$ cat src/rtl/seg_scan_ctrl.sv
// seg_scan_ctrl -- time-multiplexed scan controller for a common-anode
// multi-digit 7-segment display sharing one nibble-to-segment decoder.
//
// The block holds one nibble per digit and rotates through the digits. Each
// slot is REFRESH_DIV cycles long. The first BLANK_CYCLES cycles of a slot
// keep every anode off so the previous digit does not ghost. After that, the
// selected anode is driven low for the rest of the slot. Leading-zero
// blanking optionally keeps high-order zero digits dark.
//
// Ports
//   clk        rising-edge clock
//   rst_n      asynchronous active-low reset
//   wr_en      digit register file write strobe
//   wr_addr    digit index written (0 = least significant)
//   wr_data    nibble written
//   digit_en   per-digit display enable, sampled at slot start
//   lz_blank   leading-zero blanking enable, sampled at slot start
//   nibble     value presented to the shared decoder (bit 3 -> x, bit 0 -> w)
//   an_n       registered active-low anode enables
//   cur_digit  digit owning the current slot
//   slot_tick  one-cycle pulse in the first cycle of every slot except the
//              first slot after reset
module seg_scan_ctrl #(
  parameter int NUM_DIGITS   = 4,
  parameter int REFRESH_DIV  = 50000,
  parameter int BLANK_CYCLES = 500
) (
  input  logic                          clk,
  input  logic                          rst_n,
  input  logic                          wr_en,
  input  logic [$clog2(NUM_DIGITS)-1:0] wr_addr,
  input  logic [3:0]                    wr_data,
  input  logic [NUM_DIGITS-1:0]         digit_en,
  input  logic                          lz_blank,
  output logic [3:0]                    nibble,
  output logic [NUM_DIGITS-1:0]         an_n,
  output logic [$clog2(NUM_DIGITS)-1:0] cur_digit,
  output logic                          slot_tick
);

  localparam int AW = $clog2(NUM_DIGITS);
  localparam int CW = $clog2(REFRESH_DIV);

  localparam logic [CW-1:0] CNT_MAX    = CW'(REFRESH_DIV - 1);
  localparam logic [CW-1:0] BLANK_END  = CW'(BLANK_CYCLES);
  localparam logic [AW-1:0] LAST_DIGIT = AW'(NUM_DIGITS - 1);

  typedef enum logic {
    BLANK = 1'b0,
    DRIVE = 1'b1
  } state_t;

  state_t                state_q, state_d;
  logic [3:0]            regs [NUM_DIGITS];
  logic [CW-1:0]         cnt_q, cnt_d;
  logic [AW-1:0]         cur_q, cur_d;
  logic [3:0]            nibble_q, nibble_d;
  logic                  show_q, show_d;
  logic [NUM_DIGITS-1:0] an_n_q, an_n_d;
  logic                  tick_q, tick_d;

  logic                  wrap;
  logic                  zero_run;
  logic [NUM_DIGITS-1:0] zero_from;  // zero_from[i]: regs[i..NUM_DIGITS-1] all zero
  logic                  suppress;

  // NOTE: always_comb gives every variable a default first, so no path can
  // leave one unassigned and infer a latch.
  always_comb begin
    wrap     = (cnt_q == CNT_MAX);
    cnt_d    = wrap ? '0 : cnt_q + 1'b1;
    cur_d    = cur_q;
    state_d  = state_q;
    nibble_d = nibble_q;
    show_d   = show_q;
    tick_d   = wrap;
    zero_run = 1'b1;
    zero_from = '0;

    if (wrap) begin
      cur_d = (cur_q == LAST_DIGIT) ? '0 : cur_q + 1'b1;
    end

    if (wrap) begin
      state_d = BLANK;
    end else if (cnt_d == BLANK_END) begin
      state_d = DRIVE;
    end

    // Scan from the top digit down: a digit is a leading zero only when it
    // and everything above it hold zero.
    for (int i = NUM_DIGITS - 1; i >= 0; i--) begin
      zero_run     = zero_run & (regs[i] == 4'h0);
      zero_from[i] = zero_run;
    end
    suppress = lz_blank && (cur_d != '0) && zero_from[cur_d];

    // Slot-start latch uses register contents from before this edge, so a
    // write on the same edge only shows up on the digit's next visit.
    if (wrap) begin
      nibble_d = regs[cur_d];
      show_d   = digit_en[cur_d] & ~suppress;
    end

    // an_n is registered from the next-state values so it lines up exactly
    // with the BLANK/DRIVE phase of the counter.
    an_n_d = '1;
    if (state_d == DRIVE && show_d) begin
      an_n_d[cur_d] = 1'b0;
    end
  end

  // NOTE: sequential state uses non-blocking assignments so every register
  // samples the pre-edge values, independent of statement order.
  always_ff @(posedge clk or negedge rst_n) begin
    if (!rst_n) begin
      state_q <= BLANK;
    end else begin
      state_q <= state_d;
    end
  end

  always_ff @(posedge clk or negedge rst_n) begin
    if (!rst_n) begin
      cnt_q    <= '0;
      cur_q    <= '0;
      nibble_q <= 4'h0;
      show_q   <= 1'b0;
      an_n_q   <= '1;
      tick_q   <= 1'b0;
    end else begin
      cnt_q    <= cnt_d;
      cur_q    <= cur_d;
      nibble_q <= nibble_d;
      show_q   <= show_d;
      an_n_q   <= an_n_d;
      tick_q   <= tick_d;
    end
  end

  // NOTE: the digit register file is reset, unlike a typical RAM, because
  // leading-zero blanking and the post-reset display read its contents.
  always_ff @(posedge clk or negedge rst_n) begin
    if (!rst_n) begin
      for (int i = 0; i < NUM_DIGITS; i++) begin
        regs[i] <= 4'h0;
      end
    end else if (wr_en && (int'(wr_addr) < NUM_DIGITS)) begin
      regs[wr_addr] <= wr_data;
    end
  end

  assign nibble    = nibble_q;
  assign an_n      = an_n_q;
  assign cur_digit = cur_q;
  assign slot_tick = tick_q;

endmodule

$ cat config.mk
export PLATFORM = sky130hd
export DESIGN_NAME = seg_scan_ctrl
export DESIGN_NICKNAME = d
export VERILOG_FILES = /design/src/rtl/seg_scan_ctrl.sv
export SDC_FILE = /design/constraint.sdc
export NUM_CORES = 1
export LEC_CHECK = 0
export ABC_AREA = 1
export ABC_CLOCK_PERIOD_IN_PS = 2230
export BUFFER_PORTS_ARGS = -buffer_cell sky130_fd_sc_hd__buf_2
export CAP_MARGIN = 20
export CORE_ASPECT_RATIO = 1.2
export CORE_MARGIN = 2
export CORE_UTILIZATION = 49
export CTS_BUF_LIST = sky130_fd_sc_hd__clkbuf_8
export CTS_CLUSTER_SIZE = 24
export DETAILED_ROUTE_END_ITERATION = 7
export GPL_TIMING_DRIVEN = 0
export PLACE_DENSITY = 0.68
export SETUP_SLACK_MARGIN = 0.02
export SYNTH_ARGS = -nofsm -noshare
export SYNTH_HDL_FRONTEND = slang
export SYNTH_SLANG_ARGS = --single-unit
$ cat constraint.sdc
create_clock -name clk -period 2.23 [get_ports clk]
set_input_delay 0.223 -clock clk [delete_from_list [all_inputs] [get_ports clk]]
set_output_delay 0.223 -clock clk [all_outputs]
set_load 0.01 [all_outputs]
# Word-level counts from Yosys, hierarchy flattened
# Index checks and enable logic that the tools add are counted.
# op_classes
addsub	2
n_lt_le_gt_ge	5
eq_ne	3
n_mux	19
bitwise	8
n_reduce_logical	10
# ops
operator	n
$add 16x1->16 const B	1
$bwmux 16	1
$eq 16x16->1 const B	1
$eq 16x9->1 const B	1
$logic_not 4->1	4
$mux 16	1
$mux 4	4
$bmux 4 s2	1
$demux 4 s2	1
$ge 3x3->1 const B	2
$mux 1	6
$not 2->3	2
$logic_and 1x1->1	5
$and 1x1->1	4
$bmux 1 s2	2
$mux 2	2
$not 4->4	1
$lt 2x3->1 const B	1
$lt 3x1->1 const B	1
$add 2x1->2 const B	1
$demux 1 s2	1
$eq 2x2->1 const B	1
$ge 2x1->1 const B	1
$reduce_bool 2->1	1
$not 1->1	1
# word_totals
regBits	45
input_bits	14
output_inout_bits	11
word_cells	58

# Logic depth before layout (Yosys ltp)
# logic_depth
word_depth	12
mapped_depth	14
mapped_depth_nobuf	13

# Worst setup path before layout
# OpenSTA, ideal clock, no wires.
# synth_timing
path_type	register -> register
from	register cnt_q[0]
to	register an_n_q[2] (netlist: an_n[2])
setup_ns	0.090
arrival_time_ns	1.622
required_time_ns	2.140
slack_ns	0.518
stages_incl_launch_ff	14
n_path_buf	2
synth_period_minus_slack_ns	1.712
path_cell_list	dfrtp_1 -> ha_1 -> buf_4 -> nand2_4 -> nor2_8 -> nand3_4 -> nor2_8 -> buf_6 -> nor2_4 -> nand3_1 -> nor2_1 -> nand3_2 -> nand2_2 -> nand4_1
# synth_between
elab_cells_between_ends	25
classes_between	1 x add/sub; 2 x order compare; 2 x eq/ne; 12 x mux; 3 x bitwise; 5 x reduce/logical
# synth_lines
element	line_no	source
start: declaration	55	logic [CW-1:0] cnt_q, cnt_d;
start signal: assignment	132	cnt_q <= cnt_d;
$add 16x1->16 or $eq 16x16->1 (tied branches)	71, 70	
$mux 16 *	71	cnt_d = wrap ? '0 : cnt_q + 1'b1;
net cnt_d[8]	55	
$eq 16x9->1 *	86	end else if (cnt_d == BLANK_END) begin
$mux 1 *	86	
$mux 1 *	84	if (wrap) begin
$logic_and 1x1->1 *	108	if (state_d == DRIVE && show_d) begin
$mux 4 *	108	
net an_n_d[2]	59	logic [NUM_DIGITS-1:0] an_n_q, an_n_d;
end signal: assignment	136	an_n_q <= an_n_d;
end: declaration	59	
# Mark *: on every way through the listed nets, which the timed path passes. The rest lies on a longest branch. The select of a mux whose other input is x is not followed.
# A chain may end at the register's enable or synchronous reset.

# Final worst setup path
# layout_timing
from	register cnt_q[0]
to	register show_q
# layout_between
elab_chain_cells	8
elab_cells_between_ends	12
classes_between	1 x eq/ne; 6 x mux; 2 x bitwise; 3 x reduce/logical
# layout_rtl
element	line_no	source
$eq 16x16->1 *	70	wrap = (cnt_q == CNT_MAX);
$mux 2	80	if (wrap) begin
$bmux 1 s2 or $reduce_bool 2->1 (tied branches)	96	suppress = lz_blank && (cur_d != '0) && zero_from[cur_d];
$mux 1 (not written as such) or $logic_and 1x1->1 (tied branches)	96	
$logic_and 1x1->1	96	
$not 1->1	102	show_d = digit_en[cur_d] & ~suppress;
$and 1x1->1	102	
$mux 1 *	100	if (wrap) begin
net show_d	58	logic show_q, show_d;
end signal: assignment	135	show_q <= show_d;
end: declaration	58	
# Marks and branches as above.

==> impl_metrics.json <==
{
  "status": "completed",
  "design.core.area_sq_um": 4870,
  "setup-tns-final_ns": 0,
  "clkSlewWorstSetupHoldPaths_ns": 0.08,
  "synth_seq_cells": 45,
  "fin_crit_sh": 0.905,
  "dp_hpwl_mm": 3.93,
  "numPlacedInstances": 401,
  "setup_viol_count_final": 0,
  "route.vias.total": 2069,
  "row_count": 28,
  "start_kind": "register",
  "num_io_pins": 25,
  "initial_core_util": 0.500,
  "timing.critical_path.slowest_cell_delay_ns": 0.39,
  "synth_enable_flop_cells": 0,
  "synthesis.area_sq_um": 2430,
  "grt_antenna_before_repair": 0,
  "crit_type": "register to register",
  "post_drt_via_cell_ratio": 5.01,
  "dr.first_iter.drc_count": 126,
  "synth.distinct_cells": 26,
  "irDropWorstVdd_uv": 490,
  "die_area_sq_um": 5550,
  "die_h_um": 81.2,
  "fin_cells": 413,
  "firstDrtPassIters": 4,
  "worst-path-max-fanout": 7,
  "antenna_left": 0,
  "yosys.area_share.xor_xnor": 0.0144,
  "achievable-frequency_ghz": 0.496,
  "routabilityCongestion": 0.920,
  "clock-root-buffer": "clkbuf_8",
  "worstSkewPairLatency_ns": 0.29,
  "p_sw_mw": 0.371,
  "slew_violations": 0,
  "seq_area_frac_synth": 0.465,
  "critical_path_required_ns": 2.46,
  "post_synth_main_area_contributors": "dfrtp_1 (42%), nand2_1 (15%), inv_1 (5.9%), nor2_1 (5.1%), nand3_1 (4.9%)",
  "ys_dominant_reg_cell": "dfrtp_1",
  "worst-slew-pin-transition_ns": 0.377,
  "power.switching_fraction": 0.231,
  "place_area_sq_um": 2630,
  "power-per-cell-area_nw_per_um2": 571,
  "holdCritPathClass": "input port to register",
  "synth.top_cells.by_count": "nand2_1 (100), dfrtp_1 (41), inv_1 (38)",
  "port-buffer-count": 24,
  "worst_path_max_delay_cell": "dfrtp_1",
  "power.share.sequential": 0.558,
  "cp.buffers_inverters": 2,
  "maximum_count_of_clock_buffers_along_a_single_path": 2,
  "share_comb_of_total_power": 0.068,
  "synth_simple_gate_area_frac": 0.372,
  "path_cells": "ha_1, buf_4, nand3_1, nor2_1, nand2_2, o21ai_2, nand2_1, inv_2, nor2_1, o21ai_1, nand3_1, nand2_1",
  "share_of_the_synthesized_area_in_compound_gates_ao_oa_aoi_oai": 0.0612,
  "synth.net_count": 333,
  "layout.cell_area.non_filler_sq_um": 2810,
  "maxCapViolCount": 0,
  "tritoncts": "built",
  "grt.overflow.total": 0,
  "leakage_power_nw": 1.50,
  "final_net_count": 369,
  "diodes": 0,
  "timing.critical_path.max_delay_family": "simple AND/OR/NAND/NOR gates",
  "grt.total_usage": 0.217,
  "remaining_drc_errors": 0,
  "area_growth_syn_to_layout_pct": 15.4,
  "p_int_mw": 1.23,
  "slew-limit-headroom": 0.749,
  "synth_top_family_by_area": "simple AND/OR/NAND/NOR gates",
  "cp-end-kind": "register",
  "clock_power_share": 0.374,
  "fp.dieW_um": 68.3,
  "critical_path_arrival_ns": 2.25,
  "tritoncts.num_buffers": 5,
  "finalHoldViolCount": 0,
  "yosysTopAreaCell": "dfrtp_1",
  "postSynthCellCount": 317,
  "yosys-mux-area-fraction": 0,
  "detailed_route_wire_length_per_cell_um": 12.6,
  "n_fill_cell": 477,
  "yosys.area_share.adder": 0.0103,
  "ys_async_sr_fraction": 1.00,
  "tritoncts_num_sinks": 45,
  "syn-mean-instance-area_sq_um": 7.68,
  "global_route_wire_length_before_repair_mm": 8.96,
  "warnings_synthesis": 0,
  "grt_max_degree": 46,
  "fin_worst_skew_ns": 0.00581,
  "vias_in_the_first_global_route": 1997,
  "wirelength_mm": 5.20,
  "period_minus_slack_ns": 2.02,
  "cts_htree_levels": 2,
  "netlist.area_leader.share": 0.422,
  "post-synth-top-count-cell": "nand2_1",
  "layout-drive-gt1-share": 0.204
}
==> registers in the layout, summed over array words and instances (netlist names) <==
name       count
nibble         4
slot_tick      1
state_q        1
regs          16
an_n           4
show_q         1
cnt_q         16
cur_digit      2
==> kinds of logic (layout without fill, tap and decap cells) <==
family,count (synthesis),count (layout)
and+or+nand+nor,193,193
xor gates and xnor gates,4,4
adders and majority gates,2,2
AOI/OAI and AO/OA,27,27
DFF,45,45
buffers and inverters,46,82
==> worst paths after layout <==
kind                       startpoint            to  slack, ns  depth (start not counted)
max                          cnt_q[0]        show_q       0.21                         12
max reg2reg                  cnt_q[0]        show_q       0.21                         12
min                        wr_data[1]       regs[9]       0.24                          3
max in group asynchronous       rst_n  cur_digit[0]       1.38                          3
min reg2reg                 nibble[2]     nibble[2]       0.48                          2
min in group asynchronous       rst_n      cnt_q[3]       0.37                          2
==> placed cells by master (no fill, tap or decap) <==
master and n:
dlygate4sd3_1 1, nand4_1 12, nor2_2 4, o21ai_0 18
nor4_1 3, nand3_2 2, o21bai_1 1, bufinv_16 1
inv_2 5, nand2_4 1, o21ai_2 3, o21ai_4 1
buf_4 5, nor2_8 2, clkbuf_8 5, dfstp_2 4
buf_6 1, o21ai_1 2, inv_1 38, nand3_4 1
nor2_4 4, nand3_1 24, a21oi_1 2, nand2_1 99
clkinv_2 1, ha_1 2, and2_1 1, dfrtp_1 41
nand2_2 7, xor2_1 4, nor2_1 33, buf_2 24
buf_12 1
==> tightest hold or removal path, delay by kind of cell <==
| family | cells | cell delay (ns) |
|---|---|---|
| AOI/OAI and AO/OA | 1 | 0.15 |
| buffers and inverters | 2 | 0.13 |
==> repair_timing <==
action / 4_1_cts / 5_1_grt
endpoints found under the setup margin: 0 / 5
hold buffers: 0 / 1
endpoints found under the hold margin: 0 / 11
gates resized for setup: 0 / 5
buffers inserted: 0 / 3
==> power groups by stage <==
stage	sequential, mW	combinational, mW	clock (mW)
detailed placement	0.911	0.106	0
floorplan	0.903	0.0628	0
global placement	0.910	0.102	0
finish	0.896	0.109	0.600
CTS	0.896	0.106	0.614
global route	0.902	0.131	0.651
==> metal layers <==
layer / share of wire / up-vias / GRT usage
met5: 0 / - / 0
met4: 0.021 / 0 / 0.0760
met3: 0.023 / 10 / 0.0416
met2: 0.53 / 26 / 0.380
met1: 0.43 / 959 / 0.262
li1: - / 1074 / -
==> through the flow <==
step / utilization / power [mW] / worst slack, ns / hold slack (ns)
finish: 0.577 / 1.60 / 0.213 / 0.242
global route: 0.577 / 1.68 / -0.0630 / 0.246
CTS: 0.561 / 1.62 / 0.168 / 0.113
detailed placement: 0.540 / 1.02 / 0.206 / 0.438
global placement: 0.540 / 1.01 / 0.236 / 0.444
floorplan: - / 0.965 / 0.518 / -0.0726
==> final cells by class <==
class	count	area [sq um]	share of cell area
multi-input cells	226	1140	0.405
flip-flops and latches	45	1130	0.403
repair buffers	29	173	0.0615
inverters	43	161	0.0575
well taps	60	75.1	0.0267
clock buffers	5	68.8	0.0245
clock inverters	2	35.0	0.0125
plain buffers	3	26.3	0.00935
Power figures use the tool's default switching activity.
